[src/rtl/alu_pkg.sv]
// alu_pkg: shared definitions for the lab ALU datapath.
//   state_t  - sequencer states of the multi-cycle adder (IDLE, RUN, DONE)
//   GROUP_W  - bits resolved per lookahead group (one group per clock)
package alu_pkg;

    localparam int GROUP_W = 4;

    typedef enum logic [1:0] {
        IDLE = 2'd0,
        RUN  = 2'd1,
        DONE = 2'd2
    } state_t;

endpackage

[src/rtl/cla4_unit.sv]
// cla4_unit: combinational 4-bit carry-lookahead unit.
//   g[3:0], p[3:0] : per-bit generate / propagate
//   c0             : carry into bit 0 of the group
//   c[4:1]         : carries into bits 1..3 and out of bit 3
//   g_grp, p_grp   : group generate / propagate (c[4] = g_grp | p_grp & c0)
module cla4_unit
    import alu_pkg::*;
(
    input  logic [GROUP_W-1:0] g,
    input  logic [GROUP_W-1:0] p,
    input  logic               c0,
    output logic [GROUP_W:1]   c,
    output logic               g_grp,
    output logic               p_grp
);

    assign c[1] = g[0] | (p[0] & c0);
    assign c[2] = g[1] | (p[1] & g[0]) | (p[1] & p[0] & c0);
    assign c[3] = g[2] | (p[2] & g[1]) | (p[2] & p[1] & g[0])
                | (p[2] & p[1] & p[0] & c0);
    assign c[4] = g_grp | (p_grp & c0);

    assign g_grp = g[3] | (p[3] & g[2]) | (p[3] & p[2] & g[1])
                 | (p[3] & p[2] & p[1] & g[0]);
    assign p_grp = &p;

endmodule

[src/rtl/cla_seq_adder.sv]
// cla_seq_adder: multi-cycle WIDTH-bit adder resolving one 4-bit lookahead
// group per clock under a start/done handshake.
//   clk, rst        : rising-edge clock, synchronous active-high reset
//   start           : request, accepted only in IDLE
//   x, y, cin       : operands and carry-in, captured on accepted start
//   sub             : subtract select (only when ALU_SUB_EN is defined)
//   busy            : high while groups are being resolved
//   done            : one-cycle completion pulse
//   f, cout, ovf, zf: result and flags, updated only on completion
// Build option: define ALU_SUB_EN to add the sub port (x - y as x + ~y + 1).
module cla_seq_adder
    import alu_pkg::*;
#(
    parameter int WIDTH = 32
) (
    input  logic             clk,
    input  logic             rst,
    input  logic             start,
    input  logic [WIDTH-1:0] x,
    input  logic [WIDTH-1:0] y,
    input  logic             cin,
`ifdef ALU_SUB_EN
    input  logic             sub,
`endif
    output logic             busy,
    output logic             done,
    output logic [WIDTH-1:0] f,
    output logic             cout,
    output logic             ovf,
    output logic             zf
);

    localparam int N  = WIDTH / GROUP_W;
    localparam int KW = (N > 1) ? $clog2(N) : 1;

    state_t             r_state;
    logic [WIDTH-1:0]   r_x, r_y, r_work, r_f;
    logic               r_carry, r_busy, r_done, r_cout, r_ovf, r_zf;
    logic [KW-1:0]      r_k;

    logic [GROUP_W-1:0] w_xg, w_yg, w_g, w_p, w_sum;
    logic [GROUP_W:1]   w_c;
    logic               w_gg, w_pg, w_c_out, w_last;
    logic [WIDTH-1:0]   w_work_nxt;

    // Select the operand slice of the current group.
    always_comb begin
        w_xg = '0;
        w_yg = '0;
        for (int j = 0; j < N; j++) begin
            if (r_k == KW'(j)) begin
                w_xg = r_x[j*GROUP_W +: GROUP_W];
                w_yg = r_y[j*GROUP_W +: GROUP_W];
            end
        end
    end

    assign w_g = w_xg & w_yg;
    assign w_p = w_xg | w_yg;

    cla4_unit u_cla4 (
        .g     (w_g),
        .p     (w_p),
        .c0    (r_carry),
        .c     (w_c),
        .g_grp (w_gg),
        .p_grp (w_pg)
    );

    assign w_sum   = w_xg ^ w_yg ^ {w_c[3:1], r_carry};
    assign w_c_out = w_gg | (w_pg & r_carry);
    assign w_last  = (r_k == KW'(N - 1));

    // Working register with the current group's sum merged in; on the last
    // group this is the full result, so f/zf are taken from it directly.
    always_comb begin
        w_work_nxt = r_work;
        for (int j = 0; j < N; j++) begin
            if (r_k == KW'(j))
                w_work_nxt[j*GROUP_W +: GROUP_W] = w_sum;
        end
    end

    always_ff @(posedge clk) begin
        if (rst) begin
            r_state <= IDLE;
            r_x     <= '0;
            r_y     <= '0;
            r_work  <= '0;
            r_carry <= 1'b0;
            r_k     <= '0;
            r_busy  <= 1'b0;
            r_done  <= 1'b0;
            r_f     <= '0;
            r_cout  <= 1'b0;
            r_ovf   <= 1'b0;
            r_zf    <= 1'b0;
        end else begin
            case (r_state)
                IDLE: begin
                    r_done <= 1'b0;
                    if (start) begin
                        r_x     <= x;
                        r_k     <= '0;
                        r_work  <= '0;
                        r_busy  <= 1'b1;
                        r_state <= RUN;
`ifdef ALU_SUB_EN
                        r_y     <= sub ? ~y : y;
                        r_carry <= sub | cin;
`else
                        r_y     <= y;
                        r_carry <= cin;
`endif
                    end
                end
                RUN: begin
                    r_work  <= w_work_nxt;
                    r_carry <= w_c_out;
                    r_k     <= r_k + KW'(1);
                    if (w_last) begin
                        r_f     <= w_work_nxt;
                        r_cout  <= w_c_out;
                        r_ovf   <= w_c[3] ^ w_c[4];
                        r_zf    <= (w_work_nxt == '0);
                        r_busy  <= 1'b0;
                        r_done  <= 1'b1;
                        r_state <= DONE;
                    end
                end
                DONE: begin
                    r_done  <= 1'b0;
                    r_state <= IDLE;
                end
                default: begin
                    r_busy  <= 1'b0;
                    r_done  <= 1'b0;
                    r_state <= IDLE;
                end
            endcase
        end
    end

    assign busy = r_busy;
    assign done = r_done;
    assign f    = r_f;
    assign cout = r_cout;
    assign ovf  = r_ovf;
    assign zf   = r_zf;

endmodule

[config.mk]
export PLATFORM = sky130hd
export DESIGN_NAME = cla_seq_adder
export DESIGN_NICKNAME = d
export VERILOG_FILES = /design/src/rtl/alu_pkg.sv /design/src/rtl/cla4_unit.sv /design/src/rtl/cla_seq_adder.sv
export SDC_FILE = /design/constraint.sdc
export NUM_CORES = 1
export LEC_CHECK = 0
export ABC_AREA = 1
export BUFFER_PORTS_ARGS = -buffer_cell sky130_fd_sc_hd__buf_2
export CORE_MARGIN = 1.5
export CORE_UTILIZATION = 45
export CTS_CLUSTER_SIZE = 24
export DETAILED_ROUTE_END_ITERATION = 8
export GPL_ROUTABILITY_DRIVEN = 1
export PLACE_DENSITY_LB_ADDON = 0.12
export SLEW_MARGIN = 5
export SYNTH_ARGS = -nofsm -noshare
export SYNTH_HDL_FRONTEND = slang
export SYNTH_SLANG_ARGS = --single-unit
[constraint.sdc]
create_clock -name clk -period 5.1 [get_ports clk]
set_input_delay 0.765 -clock clk [delete_from_list [all_inputs] [get_ports clk]]
set_output_delay 0.765 -clock clk [all_outputs]
set_load 0.02 [all_outputs]
Word-level counts from Yosys, hierarchy flattened
Cells that the tools add are included.
- input bits: 68
- register bits: 139
- logic and storage cells: 103
- output and inout bits: 37
- muxes and demuxes: 36
- $add $sub $neg: 1
- bitwise gates (word level): 32
- reduce and logical (&&, ||, !) cells: 11
- eq/ne operators: 11
- operators by type and width (kind ; count):
    $mux W4 ; 24
    $pmux W32 S2 ; 1
    $logic_not A32 Y1 ; 1
    $mux W32 ; 1
    $and A1 B1 Y1 ; 15
    $eq A3 B3 Y1 const B ; 4
    $or A1 B1 Y1 ; 10
    $reduce_and A2 Y1 ; 4
    $xor A4 B4 Y4 ; 2
    $eq A3 B2 Y1 const B ; 2
    $pmux W3 S2 ; 1
    $and A4 B4 Y4 ; 1
    $mux W2 ; 2
    $ne A2 B2 Y1 const B ; 2
    $or A4 B4 Y4 ; 1
    $pmux W2 S2 ; 1
    $reduce_and A4 Y1 ; 1
    $add A3 B1 Y3 const B ; 1
    $eq A3 B1 Y1 const B ; 1
    $logic_not A3 Y1 ; 1
    $mux W1 ; 3
    $mux W3 ; 1
    $pmux W1 S3 ; 1
    $reduce_and A3 Y1 ; 1
    8 further kinds ; 9

Longest topological paths before layout
Gate-level depths: netlist of the first run.
- depth after elaboration: 17
- gate-level depth with buffers: 29
- gate-level depth less buffers: 28

Cells and area by module
A second synthesis of the first run with hierarchy kept.
- cell total of the unflattened synthesis: 947
- area, all modules: 6429.9 um^2
- modules (own cells, without submodules) (module ; area an instance (um^2) ; cells each ; times used ; seq. area each (um^2)):
    cla_seq_adder ; 6329.8 ; 928 ; 1 ; 2782.7
    cla4_unit ; 100.1 ; 19 ; 1 ; 0.0

Worst setup path before layout of the first run
OpenSTA, ideal clock, no wires.
- path kind: flip-flop to flip-flop
- from: register r_k[0]
- to: register r_zf, in the netlist zf
- clock period less this slack: 3.124 ns
- slack: 1.976 ns
- data arrival time: 3.058 ns
- buffers on the path: 2
- stages on the path, launching flop included: 24
- setup time: 0.066 ns
- data required time: 5.034 ns
- cell sequence: dfxtp_1 > inv_1 > ha_1 > nand2_4 > buf_6 > buf_6 > o21ai_1 > a31oi_1 > o221ai_1 > nand3_1 > nand2_1 > nand2_1 > inv_1 > fa_1 > inv_1 > o21ai_1 > nand3_1 > nor2_1 > nand3_1 > nor2_1 > nand2_1 > nor2_1 > nand3_1 > a21oi_2
- longest elaborated chain between the ends: 17
- elaborated cells between the ends (all ways): 53
- classes of those cells: eq/ne: 7; mux: 24; bitwise: 19; reduce/logical: 3
- ends and longest elaborated chain (item ; line ; RTL):
    start, declared ; cla_seq_adder.sv:39 ; logic [KW-1:0] r_k;
    start signal, assigned ; cla_seq_adder.sv:120 ; r_k <= r_k + KW'(1);
    $logic_not A3 Y1 ; cla_seq_adder.sv:51, cla_seq_adder.sv:79 ;
    $mux W4 (8 in series) ; cla_seq_adder.sv:51 ; if (r_k == KW'(j)) begin
    $or A4 B4 Y4 / $and A4 B4 Y4 (equally long branches) ; cla_seq_adder.sv:59, cla_seq_adder.sv:58 ;
    $and A1 B1 Y1, on equally long branches ; cla4_unit.sv:19, cla4_unit.sv:20 ;
    $or A1 B1 Y1 (tied with other cells) ; cla4_unit.sv:19 ; assign c[3] = g[2] | (p[2] & g[1]) | (p[2] & p[1] & g[0])
    $or A1 B1 Y1 / $and A1 B1 Y1 (equally long branches) ; cla4_unit.sv:19, cla4_unit.sv:20 ;
    $or A1 B1 Y1 ; cla4_unit.sv:20 ; | (p[2] & p[1] & p[0] & c0);
    $xor A4 B4 Y4 ; cla_seq_adder.sv:70 ; assign w_sum = w_xg ^ w_yg ^ {w_c[3:1], r_carry};
    $mux W4 ; cla_seq_adder.sv:79 ; if (r_k == KW'(j))
    $logic_not A32 Y1 ; cla_seq_adder.sv:125 ; r_zf <= (w_work_nxt == '0);
    end signal, assigned ; cla_seq_adder.sv:125 ;
    end, declared ; cla_seq_adder.sv:38 ; logic r_carry, r_busy, r_done, r_cout, r_ovf, r_zf;
Several ways; a longest one is shown, not always the timed one.
A chain may end at the register's enable or synchronous reset.

Worst setup path in the final report of the first run
- from: register r_k[2]
- to: register r_zf, in the netlist zf
Same word-level chain as after synthesis.

==> results of run 1 <==
==> layer usage <==
| layer | global-route usage | share of wire | up-vias |
|---|---|---|---|
| li1 | - | - | 2945 |
| met1 | 0.306 | 0.49 | 2467 |
| met2 | 0.353 | 0.44 | 153 |
| met3 | 0.0603 | 0.055 | 28 |
| met4 | 0.0804 | 0.020 | 0 |
| met5 | 0 | 0 | - |
==> area by class of cell <==
type	count	share of cell area
clock buffer	23	0.0678
clock inverter	8	0.00626
inverter	69	0.0370
multi-input combinational	593	0.396
sequential	138	0.384
tap	176	0.0306
timing repair buffer	110	0.0786
==> registers in the layout (all words and copies together), names as in the netlist <==
signal	cells
f	32
r_work	31
cout	1
r_x	32
zf	1
r_state	2
r_y	32
done	1
r_k	3
busy	1
ovf	1
r_carry	1
==> critical path: stages (launching register included) <==
cell and delay [ps]:
dfxtp_1 660, inv_8 70, ha_1 400, clkinv_1 250, o21ai_1 90, a31oi_1 190, o221ai_1 180, nand3_1 130
nand2_1 60, nand2_1 130, inv_1 110, fa_1 620, inv_1 130, o21ai_1 290, nand3_1 150, nor2_1 150
nand3_1 80, nor2_1 90, nand2_1 70, nor2_1 80, nand3_1 90, a21oi_2 120
==> cell usage after synthesis (all sizes together) <==
cell type	n	share of area
clkinv	2	0.0012
a32oi	1	0.0014
dfxtp	138	0.45
a32o	1	0.0016
and2	1	0.0010
ha	15	0.031
clkbuf	35	0.022
nand3	73	0.061
o21bai	2	0.0025
nor3b	1	0.0012
buf	13	0.015
o21a	1	0.0012
nor3	1	0.00082
o221ai	5	0.0072
o211ai	6	0.0074
o22ai	11	0.011
nor2	146	0.093
a31oi	5	0.0051
a21oi	16	0.014
nand2	160	0.10
fa	1	0.0033
o21ai	145	0.12
inv	67	0.042
nand4	2	0.0021
==> how the worst max path moves through the flow <==
stage	cells after the start	startpoint	slack, ps	to
detailed placement	22	r_k[2]	950	zf
global placement	22	r_k[2]	1050	zf
finish	21	r_k[2]	900	zf
CTS	21	r_k[2]	910	zf
floorplan	23	r_k[0]	1980	zf
global route	21	r_k[2]	460	zf
==> where the power goes <==
part           total, W  internal [W]  switching (W)
Combinational  0.000403      0.000130       0.000274
Clock           0.00111      0.000663       0.000447
Sequential      0.00117       0.00114      0.0000313
==> stage by stage <==
stage                     area, um2  std cells  total power [W]
after floorplan                6100        848          0.00147
after detailed placement       6660       1086          0.00159
final                          7190       1117          0.00268
after global placement         6660       1086          0.00159
after CTS                      7190       1117          0.00270
after global routing           7190       1117          0.00281
==> logic make-up (layout without fill, tap and decap cells) <==
family,after synthesis,count (layout)
buffers and inverters,117,210
flip-flops,138,138
adder cells (fa/ha/maj),16,16
AND/OR/NAND/NOR,384,384
AO/OA/AOI/OAI,193,193
==> out/summary.txt, run 1 <==
Post-CTS Resized: 0
Yosys reg bits: 138
Clk_lat worst skew: 420 ps
Hold crit path type: flop to flop
Pre-CTS WS: 948 ps
Via count: 5593
P_leak: 3.35 nW
Post-synthesis instance total: 848
Area share of fa/ha/maj cells after synthesis: 0.0341
Total congestion overflow: 0
Crit Path Max Fanout: 15
Max Cap Viol: 0
Post-Route WL: 15600 um
Core area: 13200 um2
Worst Path Class, Setup: flop to flop
XOR/XNOR share of the synthesized area: 0
WL/cell: 14.0 um
1st-iter DRT viols: 297
Clk sinks: 138
Count of cell types in the netlist: 36
Maximum vdd drop: 241 uV
Hold EP: r_work[18]
Hpwl dp: 10800 um
Final Util: 0.543
Worst Path Required: 5460 ps
Nets@finish: 1013
Post-route ant nets: 0
Main combinational cell family by area after synthesis: simple AND/OR/NAND/NOR gates
Clk buf depth: 2
Initial antenna violation count: 0
Critical Path Sink Type: flop
Fill count: 1352
RSZ-0062 raised after global routing: false
Clock transition at path regs: 60 ps
Mux cell area share after synthesis: 0
Hold path depth: 2
HP Start: r_work[18]
Die height: 119 um
GRT Total Usage: 0.228
Post-Synth Simple-Gate Area: 0.262
Max Slew Vio Count: 0
Chip width: 119 um
Vias in the first global route: 5103
Worst-Margin Slew: 1060 ps
Starting Density: 0.460
ANT cells: 0
Compound-Gate Fraction of Synth Area: 0.171
Syn Area/Cell: 7.19 um2
Hold Vio Cnt, Final: 0
Drt drc: 0
Via/cell ratio: 5.01
Worst Hold Slack: 461 ps
Row count: 42
Worst EP arrival: 4560 ps
IO Pins: 105
CTS Hold Bufs: 0
Area Overhead vs Synth: 18.0%
Synthesized area: 6100 um2
Final setup viols: 0
Post-CTS setup buffer count: 0
Power per standard cell area: 373 nW/um2
First-pass GRT wire length: 25500 um
CTS tree: built
Critical Path Start Type: flop
Seq/Total Area, Yosys: 0.453
Crit path time final: 4200 ps
Commonest cells after routing, fill and taps aside: 154 x nand2_1, 142 x nor2_1, 138 x dfxtp_1, 130 x o21ai_0, 104 x buf_2
Register Area: 2760 um2
Max Fclk: 0.238 GHz
Multi-input gate area: 2850 um2
IO Port Bufs: 104
Outcome: finished, final reports clean
Drt pass-1 iters: 5
Setup ws final: 901 ps
Clock skew: 8.12 ps
Max-Slew Margin vs Limit: 0.292
Die Area: 14300 um2
Worst r2r src: r_k[2]
Syn Nets: 932
R2r setup slk: 900 ps
FF-to-FF End: zf
Clock Tree Root: clkbuf_16
Commonest non-fill, non-tap cell in the layout: nand2_1
Fraction of layout cells with a size suffix above 1: 0.173
Period utilization: 0.823
FF-to-FF path depth: 21
CTS Buf Count: 17
Syn. warnings: 0
Setup TNS: 0 ps
RePlAce Congestion: 0.841
Largest net degree at the start of global routing: 107
H-tree depth: 4
Power figures use the tool's default switching activity.
==> run 2, diff against run 1 <==
==> constraint.sdc (replaced) <==
create_clock -name clk -period 3.75 [get_ports clk]
set_input_delay 0.5625 -clock clk [delete_from_list [all_inputs] [get_ports clk]]
set_output_delay 0.5625 -clock clk [all_outputs]
set_load 0.02 [all_outputs]
==> run 2 against run 1 <==
Largest power group is now the clock network. Critical path depth rose by 2. Highest routed layer unchanged. Power rose by 42%. Setup slack got worse by 570 ps. Maximum frequency rose by 23%.
==> out/summary.txt, run 2 (synthesized netlist as in run 1, its figures left out) <==
Hold EP: r_y[21]
Dpl cell area: 6720 um2 (+0.90%)
Commonest non-fill, non-tap cell in the layout: nand2_1
Worst path cell trace: ha_1, ha_1, clkinvlp_4, o21ai_1, a31oi_1, o221ai_1, nand3_1, nand2_1, nand2_1, inv_1, ha_1, inv_1, a21oi_2, nand2_1, nand2_1, nand3_1, nand2_1, nand2_1, nor2_1, nand2_1, nor2_1, nand3_1, a21oi_2
H-tree depth: 4 (unchanged)
Post-route ant nets: 0 (unchanged)
Fraction of layout cells with a size suffix above 1: 0.194 (+0.0211)
Chip width: 119 um (unchanged)
Crit path time final: 3420 ps (-775 ps)
GRT Total Usage: 0.239 (+0.0117)
Worst-Margin Slew: 893 ps (-166 ps)
Crit path max-delay cell type: dfxtp_2
Area Overhead vs Synth: 21.4%
Die Area: 14300 um2 (unchanged)
Power Total: 0.00382 W (+42%)
Die height: 119 um (unchanged)
Largest net degree at the start of global routing: 107 (unchanged)
Outcome: finished, final reports clean
Nets@finish: 1029 (+1.6%)
Crit-path most repeated cell: nand2_1
Clock skew: 7.89 ps (-0.232 ps)
RePlAce Congestion: 0.854 (+1.6%)
Drt drc: 0 (unchanged)
Hold crit path type: input pin to flop
Register Area: 2760 um2 (about the same)
CTS tree: built
CTS Buf Count: 17 (unchanged)
HP Start: y[21]
Commonest cells after routing, fill and taps aside: 152 x nand2_1, 142 x nor2_1, 137 x dfxtp_1, 129 x o21ai_0, 104 x buf_2
Hpwl dp: 11400 um (+5.7%)
Maximum vdd drop: 320 uV (+32%)
1st-iter DRT viols: 354 (+19%)
M1 wire length: 7700 um (+1.7%)
Vias in the first global route: 5414 (+6.1%)
WL met2: 7520 um (+9.7%)
Worst EP arrival: 3790 ps (-770 ps)
Clk sinks: 138 (unchanged)
Fill count: 1340 (-0.89%)
Max Slew Vio Count: 0 (unchanged)
Max-Slew Margin vs Limit: 0.405 (+0.113)
WL/cell: 14.3 um (+2.6%)
Final Util: 0.559 (+0.0157)
P_leak: 3.45 nW (+2.8%)
Worst Path Required: 4110 ps (-1350 ps)
IO Pins: 105 (unchanged)
Via count: 5719 (+2.3%)
Critical Path Sink Type: flop
FF-to-FF path depth: 23 (+9.5%)
Uppermost layer routed: met4
Max Fclk: 0.292 GHz (+23%)
Initial antenna violation count: 0 (unchanged)
Clock transition at path regs: 60 ps (about the same)
Final setup viols: 0 (unchanged)
R2r setup slk: 330 ps (-570 ps)
Crit-path max cell delay: 390 ps (-270 ps)
Clk buf depth: 2 (unchanged)
Starting Density: 0.460 (unchanged)
Via/cell ratio: 5.05 (+0.81%)
ANT cells: 0 (unchanged)
IO Port Bufs: 104 (unchanged)
Crit Path Max Fanout: 9 (-6)
Met3 routed WL: 730 um (-14%)
Core area: 13200 um2 (unchanged)
First-pass GRT wire length: 26700 um (+4.8%)
Clock Tree Root: clkbuf_16
Period utilization: 0.913 (+0.0896)
Clk_lat worst skew: 430 ps (about the same)
FF-to-FF End: zf
Worst r2r src: r_k[0]
Post-Route WL: 16200 um (+4.0%)
Total congestion overflow: 0 (unchanged)
Max Cap Viol: 0 (unchanged)
Row count: 42 (unchanged)
Hold Vio Cnt, Final: 0 (unchanged)
Hold path depth: 3 (+1)
Fin area: 7400 um2 (+2.9%)
Critical Path Start Type: flop
Drt pass-1 iters: 5 (unchanged)
Worst Path Class, Setup: flop to flop
Power per standard cell area: 516 nW/um2 (+38%)
Multi-input gate area: 2890 um2 (+1.6%)
run 2: cell count changes in the layout (fill, tap and decap cells not counted), moves of 2 or more:
cell       change
ha_1           -2
nand2_2        +2
clkbuf_8       -3
o21ai_2        +2
buf_4         +15
nand2_1        -2
bufinv_16      +3
clkbuf_1       +2
run 2: worst max path at each step:
stage | startpoint | to | slack, ps | cells after the start
finish | r_k[0] | zf | 330 | 23
global route | r_k[0] | zf | -20 | 23
CTS | r_k[0] | zf | 100 | 24
detailed placement | r_k[0] | zf | 110 | 24
global placement | r_k[0] | zf | 250 | 24
floorplan | r_k[0] | zf | 630 | 23
run 2: cell type report:
cell class,count,share of cell area
Multi-Input combinational cell,594,0.391
Sequential cell,138,0.373
Timing Repair Buffer,125,0.0916
Clock buffer,22,0.0614
Inverter,69,0.0365
Tap cell,176,0.0297
Clock inverter,9,0.0166
run 2: stage by stage:
step	setup slack [ps]	instances	TNS (ps)	hold WS (ps)
finish	327	1133	0	385
global placement	255	1094	0	438
detailed placement	113	1094	0	445
global route	-17.6	1133	-17.6	382
floorplan	626	848	0	423
CTS	97.9	1125	0	373
run 2: worst max-delay path, delay by kind of cell (launching register included):
kind | cells | cell delay (ps)
flip-flops | 1 | 390
buffers and inverters | 3 | 340
AO/OA/AOI/OAI | 5 | 720
AND/OR/NAND/NOR | 12 | 1290
adder cells (fa/ha/maj) | 3 | 610
run 2: repair_timing:
action / 4_1_cts / 5_1_grt
gates resized for setup: 0 / 13
buffers inserted: 0 / 7
setup endpoints to repair: 0 / 2
hold buffers: 0 / 0
run 2: layer usage:
| layer | vias up | track usage |
|---|---|---|
| li1 | 2975 | - |
| met1 | 2562 | 0.317 |
| met2 | 158 | 0.382 |
| met3 | 24 | 0.0512 |
| met4 | 0 | 0.0945 |
| met5 | - | 0 |
run 2: power breakdown:
| part | internal, W | switching, W |
|---|---|---|
| sequential | 0.00155 | 0.0000449 |
| combinational | 0.000194 | 0.000376 |
| clock | 0.00105 | 0.000603 |
==> run 3, diff against run 2 <==
--- a/config.mk
+++ b/config.mk
@@ -9,6 +9,7 @@
 export BUFFER_PORTS_ARGS = -buffer_cell sky130_fd_sc_hd__buf_2
 export CORE_MARGIN = 1.5
 export CORE_UTILIZATION = 45
+export CTS_BUF_LIST = sky130_fd_sc_hd__clkbuf_16
 export CTS_CLUSTER_SIZE = 24
 export DETAILED_ROUTE_END_ITERATION = 8
 export GPL_ROUTABILITY_DRIVEN = 1
==> run 3 against run 2 <==
Sequential share of layout area is 0.051 points higher. Final area is 0.14% lower. Routed wire length is 0.30% lower. Non-clock buffer count stayed put. Maximum frequency is 0.68% higher. Via count is 0.31% higher. Clock power hardly changed. Global-route usage hardly changed. Combinational power hardly changed. Sequential cell count stayed put. Power is 0.87% lower. Critical endpoint unchanged.
==> out/summary.txt, run 3 (synthesized netlist as in run 1, its figures left out) <==
Die Area: 14300 um2 (unchanged)
Clock skew: 6.82 ps (-1.07 ps)
WL/cell: 14.3 um (-0.30%)
Hold crit path type: input pin to flop
Pre-CTS WS: 113 ps (unchanged)
Crit Path Max Fanout: 9 (unchanged)
Total congestion overflow: 0 (unchanged)
Fin area: 7390 um2 (-0.14%)
Setup ws final: 350 ps (+23.0 ps)
ANT cells: 0 (unchanged)
Power Total: 0.00378 W (-0.87%)
RePlAce Congestion: 0.854 (unchanged)
Die height: 119 um (unchanged)
Max Fclk: 0.294 GHz (+0.68%)
Area Overhead vs Synth: 21.2%
Power per standard cell area: 512 nW/um2 (-0.73%)
Nets@finish: 1029 (unchanged)
Worst-Margin Slew: 902 ps (+9.66 ps)
IO Port Bufs: 104 (unchanged)
Final setup viols: 0 (unchanged)
Max-Slew Margin vs Limit: 0.399 (-0.00644)
Setup TNS: 0 ps (unchanged)
Outcome: finished, final reports clean
Dpl cells: 1094 (unchanged)
P_leak: 3.46 nW (+0.32%)
First-pass GRT wire length: 26700 um (about the same)
Vias in the first global route: 5415 (+0.018%)
Clk_lat worst skew: 430 ps (about the same)
Initial antenna violation count: 0 (unchanged)
Post-Route WL: 16200 um (-0.30%)
Largest net degree at the start of global routing: 107 (unchanged)
Max Cap Viol: 0 (unchanged)
Starting Density: 0.460 (unchanged)
Critical Path Sink Type: flop
Commonest cells after routing, fill and taps aside: 152 x nand2_1, 142 x nor2_1, 137 x dfxtp_1, 129 x o21ai_0, 104 x buf_2
Clock Tree Root: clkbuf_16
Row count: 42 (unchanged)
Via/cell ratio: 5.06 (+0.31%)
Crit path time final: 3400 ps (-23.0 ps)
Worst EP arrival: 3760 ps (-30 ps)
Hpwl dp: 11400 um (unchanged)
Drt drc: 0 (unchanged)
Critical Path Start Type: flop
CTS tree: built
CTS Buf Count: 17 (unchanged)
Via count: 5737 (+0.31%)
Clk sinks: 138 (unchanged)
H-tree depth: 4 (unchanged)
Maximum vdd drop: 317 uV (-0.81%)
Fill count: 1342 (+0.15%)
Core area: 13200 um2 (unchanged)
Finished Layout Cells: 1133 (unchanged)
Fraction of layout cells with a size suffix above 1: 0.193 (-0.00104)
IO Pins: 105 (unchanged)
Period utilization: 0.907 (-0.00613)
Worst Path Class, Setup: flop to flop
1st-iter DRT viols: 313 (-12%)
GRT Total Usage: 0.239 (about the same)
Worst Path Required: 4110 ps (about the same)
Hold Vio Cnt, Final: 0 (unchanged)
Post-route ant nets: 0 (unchanged)
Clk buf depth: 2 (unchanged)
Drt pass-1 iters: 5 (unchanged)
Clock transition at path regs: 60 ps (about the same)
Commonest non-fill, non-tap cell in the layout: nand2_1
Chip width: 119 um (unchanged)
Dpl cell area: 6720 um2 (unchanged)
Max Slew Vio Count: 0 (unchanged)
run 3: cell types whose count changed in the layout (fill, tap and decap cells not counted):
cell	change
clkbuf_8	-1
clkinv_1	+1
inv_1	+4
clkbuf_1	-4
run 3: stage by stage:
stage          hold slack, ps   util
3_3_place_gp              438  0.508
6_report                  384  0.558
4_1_cts                   374  0.550
5_1_grt                   382  0.558
3_5_place_dp              445  0.508
2_1_floorplan             423      -
run 3: path summary, 6_finish.rpt:
kind | end | slack (ps) | cells past startpoint | from
max reg2reg | zf | 350 | 23 | r_k[0]
min reg2reg | r_work[19] | 460 | 2 | r_work[19]
max | zf | 350 | 23 | r_k[0]
min | r_x[4] | 380 | 3 | x[4]
run 3: power breakdown:
part           switching (W)  internal [W]  leakage, nW
Combinational       0.000375      0.000194         2.03
Clock               0.000604       0.00102        0.294
Sequential         0.0000444       0.00155         1.13
run 3: layout make-up:
| cell class | count | area [um2] | area share |
|---|---|---|---|
| inverter | 69 | 270 | 0.0366 |
| multi-input combinational | 594 | 2890 | 0.391 |
| timing repair buffer | 125 | 678 | 0.0917 |
| sequential | 138 | 2760 | 0.374 |
| tap | 176 | 220 | 0.0298 |
| clock inverter | 14 | 141 | 0.0191 |
| clock buffer | 17 | 425 | 0.0575 |
run 3: per-layer routing:
layer / GRT usage / wire (um) / up-vias
met4: 0.0960 / 298 / 0
met2: 0.381 / 7440 / 144
li1: - / - / 2975
met1: 0.316 / 7730 / 2596
met3: 0.0512 / 699 / 22
met5: 0 / 0 / -
run 3: what timing repair did:
action | 4_1_cts | 5_1_grt
hold buffers | 0 | 0
hold endpoints to repair | 0 | 0
resized for setup | 0 | 13
setup endpoints to repair | 0 | 2
setup buffers | 0 | 7
run 3: critical path, cell delays in order (launching register included):
cell	delay [ps]
dfxtp_2	380
ha_1	220
ha_1	230
clkinvlp_4	190
o21ai_1	130
a31oi_1	70
o221ai_1	230
nand3_1	110
nand2_1	80
nand2_1	100
inv_1	70
ha_1	160
inv_1	80
a21oi_2	170
nand2_1	90
nand2_1	200
nand3_1	120
nand2_1	120
nand2_1	60
nor2_1	160
nand2_1	80
nor2_1	80
nand3_1	80
a21oi_2	110
